<file path="config.mk">
export PLATFORM = sky130hd
export DESIGN_NAME = fwd_scoreboard_unit
export DESIGN_NICKNAME = d
export VERILOG_FILES = /design/src/rtl/fwd_scoreboard_unit.sv
export SDC_FILE = /design/constraint.sdc
export NUM_CORES = 1
export LEC_CHECK = 0
export CAP_MARGIN = 20
export CORE_MARGIN = 2
export CORE_UTILIZATION = 41
export CTS_CLUSTER_DIAMETER = 100
export DETAILED_ROUTE_END_ITERATION = 7
export GPL_TIMING_DRIVEN = 0
export PLACE_DENSITY = 0.63
export SYNTH_ARGS = -nofsm -noshare
export SYNTH_HDL_FRONTEND = slang
export SYNTH_SLANG_ARGS = --single-unit
</file>
<file path="constraint.sdc">
create_clock -name CLK -period 3.1 [get_ports CLK]
set_clock_uncertainty 0.2 [all_clocks]
set_input_delay 0.465 -clock CLK [delete_from_list [all_inputs] [get_ports CLK]]
set_output_delay 0.465 -clock CLK [all_outputs]
set_load 0.02 [all_outputs]
</file>
<file path="src/rtl/fwd_scoreboard_unit.sv">
// Decode-side hazard scoreboard: tracks DEPTH post-decode stages, raises the
// load-use stall and picks the youngest forwarding source for each read port.
module fwd_scoreboard_unit #(
  parameter int  NPORTS     = 2,
  parameter int  DEPTH      = 3,
  parameter int  LOAD_STAGE = 3,
  localparam int SELW       = $clog2(DEPTH + 1)
) (
  input  logic                        CLK,
  input  logic                        nRST,
  input  logic                        advance,
  input  logic                        flush,
  input  logic                        id_valid,
  input  logic                        id_wen,
  input  logic [4:0]                  id_rd,
  input  logic                        id_is_load,
  input  logic [NPORTS-1:0][4:0]      id_src,
  input  logic [NPORTS-1:0]           id_src_used,
  output logic                        stall,
  output logic [NPORTS-1:0][SELW-1:0] fwd_sel,
  output logic [15:0]                 stall_count
);

  logic [DEPTH:1]         valid_q, valid_d;
  logic [DEPTH:1]         wen_q, wen_d;
  logic [DEPTH:1]         load_q, load_d;
  logic [DEPTH:1][4:0]    rd_q, rd_d;
  logic [NPORTS-1:0][4:0] src_q, src_d;
  logic [NPORTS-1:0]      src_used_q, src_used_d;
  logic [15:0]            stall_count_q, stall_count_d;
  logic [DEPTH:1]         producer;
  logic                   load_hit;

  always_comb begin
    producer = '0;
    for (int unsigned k = 1; k <= DEPTH; k++) begin
      producer[k] = valid_q[k] & wen_q[k] & (rd_q[k] != '0);
    end
  end

  // Loads in stages 1..LOAD_STAGE-2 cannot have their data ready by the time
  // the decode instruction reaches stage 1, so the consumer must wait.
  always_comb begin
    load_hit = 1'b0;
    for (int unsigned p = 0; p < NPORTS; p++) begin
      for (int unsigned s = 1; s + 2 <= LOAD_STAGE; s++) begin
        if (id_src_used[p] && producer[s] && load_q[s] && (rd_q[s] == id_src[p])) begin
          load_hit = 1'b1;
        end
      end
    end
    stall = id_valid & ~flush & load_hit;
  end

  // Scan oldest to youngest so the youngest matching stage is the last write.
  always_comb begin
    fwd_sel = '0;
    for (int unsigned p = 0; p < NPORTS; p++) begin
      if (valid_q[1] && src_used_q[p]) begin
        for (int unsigned k = DEPTH; k >= 2; k--) begin
          if (producer[k] && (rd_q[k] == src_q[p])) begin
            fwd_sel[p] = SELW'(k);
          end
        end
      end
    end
  end

  always_comb begin
    valid_d       = valid_q;
    wen_d         = wen_q;
    load_d        = load_q;
    rd_d          = rd_q;
    src_d         = src_q;
    src_used_d    = src_used_q;
    stall_count_d = stall_count_q;
    if (advance) begin
      for (int unsigned k = 2; k <= DEPTH; k++) begin
        valid_d[k] = valid_q[k-1];
        wen_d[k]   = wen_q[k-1];
        load_d[k]  = load_q[k-1];
        rd_d[k]    = rd_q[k-1];
      end
      valid_d[1] = id_valid & ~flush & ~stall;
      wen_d[1]   = id_wen;
      load_d[1]  = id_is_load;
      rd_d[1]    = id_rd;
      src_d      = id_src;
      src_used_d = id_src_used;
      if (stall && (stall_count_q != '1)) begin
        stall_count_d = stall_count_q + 16'd1;
      end
    end else if (flush) begin
      valid_d[1] = 1'b0;
    end
  end

  always_ff @(posedge CLK or negedge nRST) begin
    if (!nRST) begin
      valid_q       <= '0;
      wen_q         <= '0;
      load_q        <= '0;
      rd_q          <= '0;
      src_q         <= '0;
      src_used_q    <= '0;
      stall_count_q <= '0;
    end else begin
      valid_q       <= valid_d;
      wen_q         <= wen_d;
      load_q        <= load_d;
      rd_q          <= rd_d;
      src_q         <= src_d;
      src_used_q    <= src_used_d;
      stall_count_q <= stall_count_d;
    end
  end

  assign stall_count = stall_count_q;

endmodule

</file>
## Word-level counts from Yosys, hierarchy flattened

Cells that the tools add are included.

| storage, ports and cells | value |
|---|---|
| word-level logic and storage cells | 58 |
| input port bits | 24 |
| output and inout bits | 21 |
| flip-flop bits (word level) | 50 |

| cells by class | value |
|---|---|
| $add $sub $neg | 1 |
| bitwise operators | 11 |
| eq/ne operators | 7 |
| multiplexer cells | 10 |
| reductions and logical operators | 18 |

Operators with widths:

| kind | count |
|---|---|
| equality test 5 bit | 6 |
| adder 16 x 1 -> 16 bit (second input constant) | 1 |
| inequality test 16 bit (second input constant) | 1 |
| nonzero test 5 bit | 3 |
| logical AND 1 bit | 13 |
| 2-to-1 mux 2 bit | 6 |
| bitwise AND 1 bit | 9 |
| 2-to-1 mux 1 bit | 4 |
| NOT 1 bit | 2 |
| AND reduction 2 bit | 1 |
| nonzero test 2 bit | 1 |

## Depth between registers and ports, before layout

| logic depth | value |
|---|---|
| word-level depth | 11 |
| depth in mapped cells | 8 |
| gate-level depth less buffers | 7 |

## Least setup slack after synthesis

Ideal clock, no wire load.

| timing | value |
|---|---|
| path kind | register -> output |
| from | reg rd_q[6] in the netlist's numbering |
| to | out fwd_sel[2] in the netlist's numbering |
| cell stages (with the launch flop) | 6 |
| buffers on the path | 0 |
| data arrival time | 1.815 ns |
| slack | 0.620 ns |
| data required time | 2.435 ns |
| path through | dfrtp_1 or4_1 o211ai_1 nor4_1 nand3_1 nor3b_1 |

RTL lines:

| item | line | source |
|---|---|---|
| start, declared | 27 | `logic [DEPTH:1][4:0] rd_q, rd_d;` |
| start signal, assigned | 111 | `rd_q <= rd_d;` |
| end, declared | 20 | `output logic [NPORTS-1:0][SELW-1:0] fwd_sel,` |

## Final worst setup path

| timing | value |
|---|---|
| from | in id_src[9] in the netlist's numbering |
| to | out stall |

| on the way | value |
|---|---|
| longest elaborated chain between the ends | 4 |

Ends and longest elaborated chain:

| item | line | source |
|---|---|---|
| start, declared | 17 | `input logic [NPORTS-1:0][4:0] id_src,` |
| equality test 5 bit | 47 | `if (id_src_used[p] && producer[s] && load_q[s] && (rd_q[s] == id_src[p])) begin` |
| logical AND 1 bit | 47 |  |
| 2-to-1 mux 1 bit | 47 |  |
| bitwise AND 1 bit | 52 | `stall = id_valid & ~flush & load_hit;` |
| end, declared | 19 | `output logic stall,` |

No other way between the ends.

==> impl_metrics.yaml <==
power:
  ir_drop_mv: 0.221
  leakagePower_uw: 0.00133
  power_density_nw_per_um2: 444
routing:
  routed_via_density: 5.05
  drtIter0Drc: 70
  wl_per_cell_um: 15.8
  vias: 1683
  wl_um: 5250
  post-route-drc-count: 0
  drtPass1Iterations: 4
  postRouteAntennaNets: 0
global_routing:
  grt_pass1_wl_um: 8760
  grt_use_total_pct: 17.5
  grt_pass1_vias: 1664
  globalRouteOverflowTotal: 0
  antenna_found_initial: 0
  grt_max_degree: 33
floorplanning:
  die_y_um: 81.9
  die_w_um: 81.9
  ios: 45
  num_rows: 28
  die-area_sq_um: 6710
  start_util_pct: 42.3
  coreArea_sq_um: 5890
sta:
  finalCritPeriodShare_pct: 96.4
  rsz0062_at_grt: "false"
  drv_slew: 0
  finalHoldViolations: 0
  worstMarginPinSlew_ps: 628
  min_period_ps: 2990
  setup_viol: 0
  slew_headroom_pct: 58.1
  max_freq_ghz: 0.335
logic_synthesis:
  ys_types: 32
  syn_inst: 205
  syn_nets: 230
  yosys_warnings: 0
  ys_ff_latch: 50
  syn_area_per_cell_sq_um: 12.1
  synth_area_sq_um: 2490
  yosysSeqAreaShare_pct: 50.3
placed_design:
  dp_hpwl_um: 3980
  io_buffer_count: 43
  gp_congestion: 0.918
  placed_cells: 324
cts:
  clkTransAtPathRegs_ps: 90
  root_buffer: "clkbuf_8"
  cts_tree: "done"
  cts.sinks: 50
  clk_path_buf_depth: 2
  clk_latency_ps: 310
  cts_buffers: 5
  h-tree-depth: 2
setup_path:
  required_ps: 2430
  path_class: "in -> out"
  critPathCaptureType: "output port"
  critPathMaxFanout: 3
  cp-start-kind: "primary input"
  arrival_ps: 2320
final_layout:
  drive_above_1_share_pct: 23.6
  final-instance-count-excl-fill: 333
  final_util_pct: 53.3
  fin_nets: 282
  area_growth_pct: 26.0
  n_antenna_cell: 0
flow_run:
  cap_violations: 0
worst_hold_path:
  min_path_type: "reg -> reg"
run_status:
  status: "completed"
==> worst max-delay path, stage by stage <==
cell and delay (ps):
clkdlybuf4s50_1 520, xnor2_1 140, nand4_1 160, o22ai_2 290
nand2b_1 110, nor3b_1 270, dlygate4sd2_1 370
==> layout make-up <==
cell class	count	area, sq um
plain buffers	5	36.3
clock inverters	2	12.5
fillers	527	2750
multi-input cells	149	1200
well taps	75	93.8
inverters	1	3.75
flip-flops and latches	50	1250
clock buffers	6	82.6
repair buffers	45	453
==> kinds of logic after synthesis <==
| group | synth area share [%] |
|---|---|
| AO/OA/AOI/OAI | 2.61 |
| adder cells (fa/ha/maj) | 0.502 |
| XOR/XNOR | 15.8 |
| AND/OR/NAND/NOR | 13.8 |
| flip-flops | 50.3 |
| buffers and inverters | 1.61 |
| multiplexers | 15.4 |
==> synthesized netlist by cell type, drive strengths merged <==
cell | count | area share (%)
nand2 | 11 | 2.0
and3 | 1 | 0.25
nand3 | 10 | 2.0
buf | 5 | 1.5
nor3 | 8 | 1.8
nand2b | 1 | 0.25
nor3b | 2 | 0.60
nor2b | 2 | 0.50
o22ai | 1 | 0.25
o211ai | 1 | 0.30
inv | 1 | 0.15
xnor2 | 22 | 7.7
or4 | 2 | 0.60
mux2 | 34 | 15
a31oi | 1 | 0.25
ha | 1 | 0.50
or3 | 1 | 0.25
a311oi | 1 | 0.60
nand3b | 1 | 0.30
nand4 | 7 | 1.8
xor2 | 23 | 8.1
dfrtp | 50 | 50
nor4 | 2 | 0.50
a21oi | 1 | 0.20
nor2 | 14 | 3.0
o311a | 1 | 0.40
o2111ai | 1 | 0.60
==> flip-flops by register name, indices dropped and copies added, names as in the netlist <==
register     cells
stall_count     16
rd_q            15
src_q           10
valid_q          3
wen_q            3
src_used_q       2
load_q           1
==> through the flow <==
stage	hold slack, ps	setup slack (ps)	cell area, sq um	setup TNS [ps]	total power (uW)
6_report	307	112	3140	0	1390
5_1_grt	335	5.41	3140	0	1470
4_1_cts	318	53.8	3140	0	1410
3_5_place_dp	242	-289	3030	-289	1010
3_3_place_gp	290	-293	3010	-10220	1010
2_1_floorplan	-30.6	620	2490	0	917
==> where the power goes <==
group | switching [uW] | internal (uW)
logic | 82.5 | 133
clock network | 216 | 180
registers | 74.7 | 708
total | 373 | 1020
==> final timing paths <==
| check | start | to | slack [ps] | cells past startpoint |
|---|---|---|---|---|
| worst max-delay path | id_src[9] | stall | 110 | 7 |
| worst min-delay path | stall_count[14] | stall_count[14] | 310 | 1 |
| worst max register to register | rd_q[1] | stall_count[10] | 960 | 7 |
| worst min register to register | stall_count[14] | stall_count[14] | 310 | 1 |
| max in group asynchronous | nRST | src_q[7] | 1750 | 3 |
| min in group asynchronous | nRST | stall_count[1] | 430 | 2 |
==> cell usage in the layout (no fill, tap or decap), drive strengths merged, types with 2 or more instances in the layout <==
cell type       n
nand4           7
nor2           14
xnor2          22
xor2           23
clkbuf          7
nor2b           2
dfrtp          50
nor4            2
or4             2
nor3            8
dlymetal6s2s    2
nand2          11
nand3          10
nor3b           2
clkdlybuf4s50  37
dlygate4sd2     2
buf             7
mux2           34
==> layer usage <==
metal / track usage, % / vias to the layer above / share of wire (%)
li1: - / 818 / -
met1: 26.7 / 828 / 51
met2: 24.8 / 31 / 44
met3: 3.63 / 6 / 3.3
met4: 5.50 / 0 / 1.3
met5: 0 / - / 0
==> repair_timing <==
| item | CTS | global route |
|---|---|---|
| endpoints found under the setup margin | 3 | 3 |
| cloned | 0 | 0 |
| hold buffers | 1 | 0 |
| hold endpoints to repair | 18 | 0 |
| pin swaps | 0 | 1 |
| resized for setup | 4 | 5 |
| buffers inserted | 0 | 0 |
Power figures use the tool's default switching activity.
